[src/rtl/regfile_dump_reader.sv]
`default_nettype none
// +----------------------------------------------------------------------------+
// | regfile_dump_reader: walks registers FIRST_REG..LAST_REG two at a time      |
// | and streams each one out over valid/ready.    Rev 1.0                       |
// +----------------------------------------------------------------------------+
module regfile_dump_reader #(
  parameter int FIRST_REG = 0,
  parameter int LAST_REG  = 31,
  parameter bit ZERO_X0   = 1'b1
) (
  input  logic        clk,
  input  logic        rst_n,
  input  logic        start,
  output logic        busy,
  output logic        done,
  output logic [4:0]  rd_addr1,
  output logic [4:0]  rd_addr2,
  input  logic [31:0] rd_data1,
  input  logic [31:0] rd_data2,
  output logic        out_valid,
  input  logic        out_ready,
  output logic [4:0]  out_index,
  output logic [31:0] out_data,
  output logic        out_last
);

  typedef enum logic [1:0] {
    S_IDLE  = 2'd0,
    S_FETCH = 2'd1,
    S_DRAIN = 2'd2,
    S_DONE  = 2'd3
  } state_t;

  localparam logic [5:0] c_first = 6'(FIRST_REG);
  localparam logic [6:0] c_last  = 7'(LAST_REG);

  state_t      r_state;
  logic [5:0]  r_ptr;
  logic [1:0]  r_count;
  logic [4:0]  r_buf_index;
  logic [31:0] r_buf_data;
  logic        r_buf_last;

  logic [6:0]  w_ptr_p1;
  logic        w_pair;
  logic        w_beat;
  logic [31:0] w_data0;

  // Pointer is one bit wider than an index so stepping past 31 cannot wrap.
  assign w_ptr_p1 = {1'b0, r_ptr} + 7'd1;
  assign w_pair   = (w_ptr_p1 <= c_last);
  assign rd_addr1 = r_ptr[4:0];
  assign rd_addr2 = w_pair ? w_ptr_p1[4:0] : r_ptr[4:0];
  assign w_data0  = (ZERO_X0 && (r_ptr == 6'd0)) ? 32'h0 : rd_data1;
  assign w_beat   = out_valid && out_ready;

  always_ff @(posedge clk or negedge rst_n) begin
    if (!rst_n) begin
      r_state     <= S_IDLE;
      r_ptr       <= c_first;
      r_count     <= 2'd0;
      r_buf_index <= 5'd0;
      r_buf_data  <= 32'h0;
      r_buf_last  <= 1'b0;
      busy        <= 1'b0;
      done        <= 1'b0;
      out_valid   <= 1'b0;
      out_index   <= 5'd0;
      out_data    <= 32'h0;
      out_last    <= 1'b0;
    end else begin
      case (r_state)
        S_IDLE: begin
          if (start) begin
            r_state <= S_FETCH;
            busy    <= 1'b1;
          end
        end
        S_FETCH: begin
          // Entry 0 goes straight to the output register; entry 1 waits in the buffer.
          out_valid   <= 1'b1;
          out_index   <= r_ptr[4:0];
          out_data    <= w_data0;
          out_last    <= ({1'b0, r_ptr} == c_last);
          r_buf_index <= w_ptr_p1[4:0];
          r_buf_data  <= rd_data2;
          r_buf_last  <= (w_ptr_p1 == c_last);
          if (w_pair) begin
            r_count <= 2'd2;
            r_ptr   <= r_ptr + 6'd2;
          end else begin
            r_count <= 2'd1;
            r_ptr   <= r_ptr + 6'd1;
          end
          r_state <= S_DRAIN;
        end
        S_DRAIN: begin
          if (w_beat) begin
            if (r_count == 2'd2) begin
              r_count   <= 2'd1;
              out_index <= r_buf_index;
              out_data  <= r_buf_data;
              out_last  <= r_buf_last;
            end else begin
              r_count   <= 2'd0;
              out_valid <= 1'b0;
              if ({1'b0, r_ptr} > c_last) begin
                r_state <= S_DONE;
                busy    <= 1'b0;
                done    <= 1'b1;
              end else begin
                r_state <= S_FETCH;
              end
            end
          end
        end
        S_DONE: begin
          done    <= 1'b0;
          r_ptr   <= c_first;
          r_state <= S_IDLE;
        end
        default: begin
          r_state <= S_IDLE;
        end
      endcase
    end
  end

endmodule
`default_nettype wire

[config.mk]
export PLATFORM = sky130hd
export DESIGN_NAME = regfile_dump_reader
export DESIGN_NICKNAME = d
export VERILOG_FILES = /design/src/rtl/regfile_dump_reader.sv
export SDC_FILE = /design/constraint.sdc
export NUM_CORES = 1
export LEC_CHECK = 0
export CAP_MARGIN = 20
export CORE_MARGIN = 8
export CORE_UTILIZATION = 40
export CTS_CLUSTER_DIAMETER = 60
export CTS_CLUSTER_SIZE = 40
export DETAILED_ROUTE_END_ITERATION = 16
export PLACE_DENSITY = 0.67
export SYNTH_ARGS = -nofsm -noshare
export SYNTH_HDL_FRONTEND = slang
export SYNTH_SLANG_ARGS = --single-unit
[constraint.sdc]
create_clock -name clk -period 2.4 [get_ports clk]
set_input_delay 0.48 -clock clk [delete_from_list [all_inputs] [get_ports clk]]
set_output_delay 0.48 -clock clk [all_outputs]
set_load 0.02 [all_outputs]
==> results.txt <==
----------------------------------------------------
[Cells and area]
  Net count, final ... 656
  Multi-input gate area ... 0.00179 mm^2
  Post-route cell area ... 0.00599 mm^2
  Non-filler instance count after layout ... 723
  Fillers ... 922
  Register area ... 0.00223 mm^2
  Share of post-route cells with drive strength above 1 ... 15.0%
  Antenna cell count ... 0
  Area growth syn-to-layout ... 45.1%

[Logic synthesis]
  Mapped cell area ... 0.00413 mm^2
  Library cell with the highest instance count after synthesis ... nand2_1
  Warning count from the yosys run ... 0
  Number of flops mapped to enable cells by yosys ... 0
  Portion of synthesized cell area occupied by the leading cell type ... 53.9%
  Average footprint of a synthesized cell ... 9.20 um^2
  Seq cells post-synth ... 89
  Post-synth cell types ... 45
  Cell type with the largest total area after synthesis ... dfrtp_1
  Dominant cells by area after synthesis ... dfrtp_1 54%, nand2_1 10%, a22oi_1 6.0%
  Cells after synthesis ... 449
  Mapped Nets ... 522
  Most numerous cell types in the synthesized netlist ... 115 x nand2_1, 89 x dfrtp_1, 49 x a21oi_1
  Most used DFF post-synth ... dfrtp_1
  Fraction of registers with async set/reset ... 100%
  Sequential fraction of the synthesis area ... 53.9%

[STA]
  Slew HR ... 61.5%
  Worst clock skew ... 0.00866 ns
  Fmax ... 380 MHz
  Min cycle time layout ... 2.63 ns
  Count of pins over their slew limit ... 0
  Crit share post-route ... 110%
  Setup repair after global routing missed its margin ... true
  Actual slew at the worst max-slew pin ... 0.573 ns
  Post-route setup slack ... -0.232 ns
  Number of hold-slack violations in the final timing report ... 0
  Setup-violating endpoint count in the final report ... 4

[Die]
  Count of boundary I/O pins ... 119
  DIE AREA ... 0.0138 mm^2
  Starting Density ... 40.6%
  Core area ... 0.0102 mm^2
  Die Ht ... 118 um
  FP Rows ... 37
  Die X-Extent ... 118 um

[Worst setup path]
  Category of the critical setup timing path ... flip-flop to primary output
  Reg2reg path depth ... 8
  Family with the most delay on the worst path ... simple AND/OR/NAND/NOR gates
  Source of the worst register-to-register timing path ... r_ptr[0]
  Req. time, crit path ... 1.92 ns
  Worst path depth ... 7
  R2R Setup Slk ... 0.25 ns
  Setup crit end kind ... primary output
  Critical Path AT ... 2.15 ns
  Ordered cell list for the critical path ... ha_4 > and3_4 > and3_4 > nor3_4 > inv_2 > ha_4 > buf_6
  Sum of buffers and inverters on the critical path ... 2
  Stage delay of the slowest cell on the critical path ... 0.46 ns
  Startpoint type of the worst setup path ... flip-flop
  Cell type of the slowest stage on the worst timing path ... dfrtp_2
  Critical R2R Capture ... r_ptr[4]
  Highest fanout seen on the critical path ... 6
  Critical Path Sink ... rd_addr2[0]
  Launch point of the critical path ... r_ptr[0]

[Power and ir drop]
  VDD IR max ... 0.810 mV
  Design Power ... 8.62 mW
  Int Pwr ... 5.03 mW
  Relative contribution of sequential cells to total power ... 31.4%
  Fraction of power spent switching nets ... 41.7%
  Leakage power figure ... 2.68 nW
  Part of the power in combinational logic ... 54.4%
  Sw power ... 3.59 mW
  Portion of total power attributed to the clock network ... 14.1%
  Pwr dens ... 1440 mW/mm^2

[Place]
  Total instance count after detailed placement ... 703
  Count of input and output buffers ... 118
  Placement Cell Area ... 0.00566 mm^2
  Placer congestion estimate ... 0.860
  Post-DP HPWL ... 8470 um

[Clock network]
  Hold Buf Count CTS ... 0
  Number of buffers on the longest clock path ... 2
  # H-tree levels ... 3
  Clock tree from TritonCTS ... done
  Clock root cell ... clkbuf_8
  # clock sinks ... 89
  Number of CTS-inserted buffers ... 9
  Clock network latency to the later pin of the worst-skew pair ... 0.35 ns
  Register clock-pin slew on the reported worst setup and hold paths ... 0.09 ns

[Global routing]
  Pin count of the biggest net entering global routing ... 55
  Global-route wire length before repair ... 20100 um
  Combined global-route utilization of all metal layers ... 17.6%
  Grt total ovfl ... 0
  Initial antenna violation count ... 0
  Via count of the first global-routing pass ... 3916

[Outcome]
  Failing checks ... negative setup slack
  Status ... finished with violations

[Run]
  Max capacitance violation total ... 0

[Routing]
  Antenna violation net count after detailed routing ... 0
  Overall via count from detail_route ... 3742
  Total Routed Length ... 11900 um
  Detailed Route Iter0 Violations ... 264
  Final routed DRC violation total ... 0
  Per-cell routed wire length ... 16.5 um
  First-pass iteration count of the detailed router ... 4
  Via density per instance ... 5.18

[Hold path]
  Worst min-delay path class ... input port to asynchronous set/reset pin

----------------------------------------------------
==> final cells by class <==
class,count,share of cell area (%)
sequential,89,37.2
multi-input combinational,316,29.8
timing repair buffer,160,25.7
tap,136,2.84
clock buffer,9,2.07
clock inverter,6,1.92
inverter,7,0.438
==> worst min-delay path by stage <==
stage / from / endpoint / slack (ns) / cells after the start
finish: rst_n / out_data[14] / 0.08 / 1
detailed placement: rst_n / out_data[14] / 0.47 / 1
global route: rst_n / out_data[14] / 0.09 / 1
CTS: rst_n / out_data[14] / 0.08 / 1
floorplan: rst_n / busy / 0.18 / 0
global placement: r_buf_data[13] / r_buf_data[13] / 0.46 / 2
==> cell usage in the layout, fill, tap and decap left out, types with 3 or more instances in the layout <==
cell	instances
nand2_1	114
clkdlybuf4s50_1	112
dfrtp_1	87
a21oi_1	49
nor2_1	47
buf_4	40
a22oi_1	33
o21ai_0	11
clkbuf_8	9
nand3_1	5
inv_1	5
ha_4	4
buf_12	4
xnor2_2	3
xnor2_1	3
nand2b_1	3
mux2i_1	3
bufinv_16	3
buf_6	3
==> routing by layer <==
metal / wire length (um) / vias up / track usage (%)
li1: - / 1797 / -
met4: 135 / 0 / 5.28
met5: 0 / - / 0
met3: 636 / 10 / 4.36
met2: 6030 / 109 / 30.4
met1: 5120 / 1826 / 21.2
==> worst reg2reg max path: stages, from the launching register on <==
cell and delay (ns):
dfrtp_2 0.46, ha_4 0.19, and3_4 0.18, and3_4 0.18
nor3_4 0.30, inv_2 0.10, buf_4 0.16, o2111ai_1 0.27
o311ai_2 0.15
==> timing repair <==
action / CTS / global route
pin swaps: 2 / 3
setup buffers: 5 / 0
endpoints found under the setup margin: 5 / 5
gates resized for setup: 30 / 12
==> cell families (layout without fill, tap and decap cells) <==
| kind of cell | count (synthesis) | count (layout) | synth area share, % |
|---|---|---|---|
| multiplexers | 4 | 4 | 1.09 |
| XOR/XNOR | 6 | 6 | 1.64 |
| AND/OR/NAND/NOR | 189 | 189 | 19.4 |
| adder cells (fa/ha/maj) | 5 | 5 | 1.51 |
| AO/OA/AOI/OAI | 112 | 112 | 17.2 |
| flip-flops | 89 | 89 | 53.9 |
| buffers and inverters | 44 | 182 | 5.15 |
==> registers in the layout (all words and copies together), names as in the netlist, 2 cells and up <==
name and count:
r_count 2, out_index 5, r_buf_data 32, r_ptr 6, r_state 2, out_data 32, r_buf_index 5
==> metrics by stage <==
step / utilization (%) / setup slack, ns / hold slack, ns / setup TNS (ns)
floorplan: - / 0.0629 / 0.184 / 0
global placement: 55.5 / -0.365 / 0.457 / -1.25
detailed placement: 55.5 / -0.402 / 0.466 / -1.44
CTS: 58.3 / -0.270 / 0.0780 / -0.965
global route: 58.9 / -0.315 / 0.0897 / -1.19
finish: 58.9 / -0.232 / 0.0785 / -0.826
==> power groups by stage <==
stage / Sequential (mW) / Clock, mW / Combinational, mW
3_5_place_dp: 2.73 / 0 / 4.62
6_report: 2.71 / 1.22 / 4.69
5_1_grt: 2.80 / 1.31 / 5.15
2_1_floorplan: 3.05 / 0 / 2.30
4_1_cts: 2.69 / 1.25 / 4.70
3_3_place_gp: 2.69 / 0 / 4.53
No activity file was read; power rests on OpenSTA's default activity.
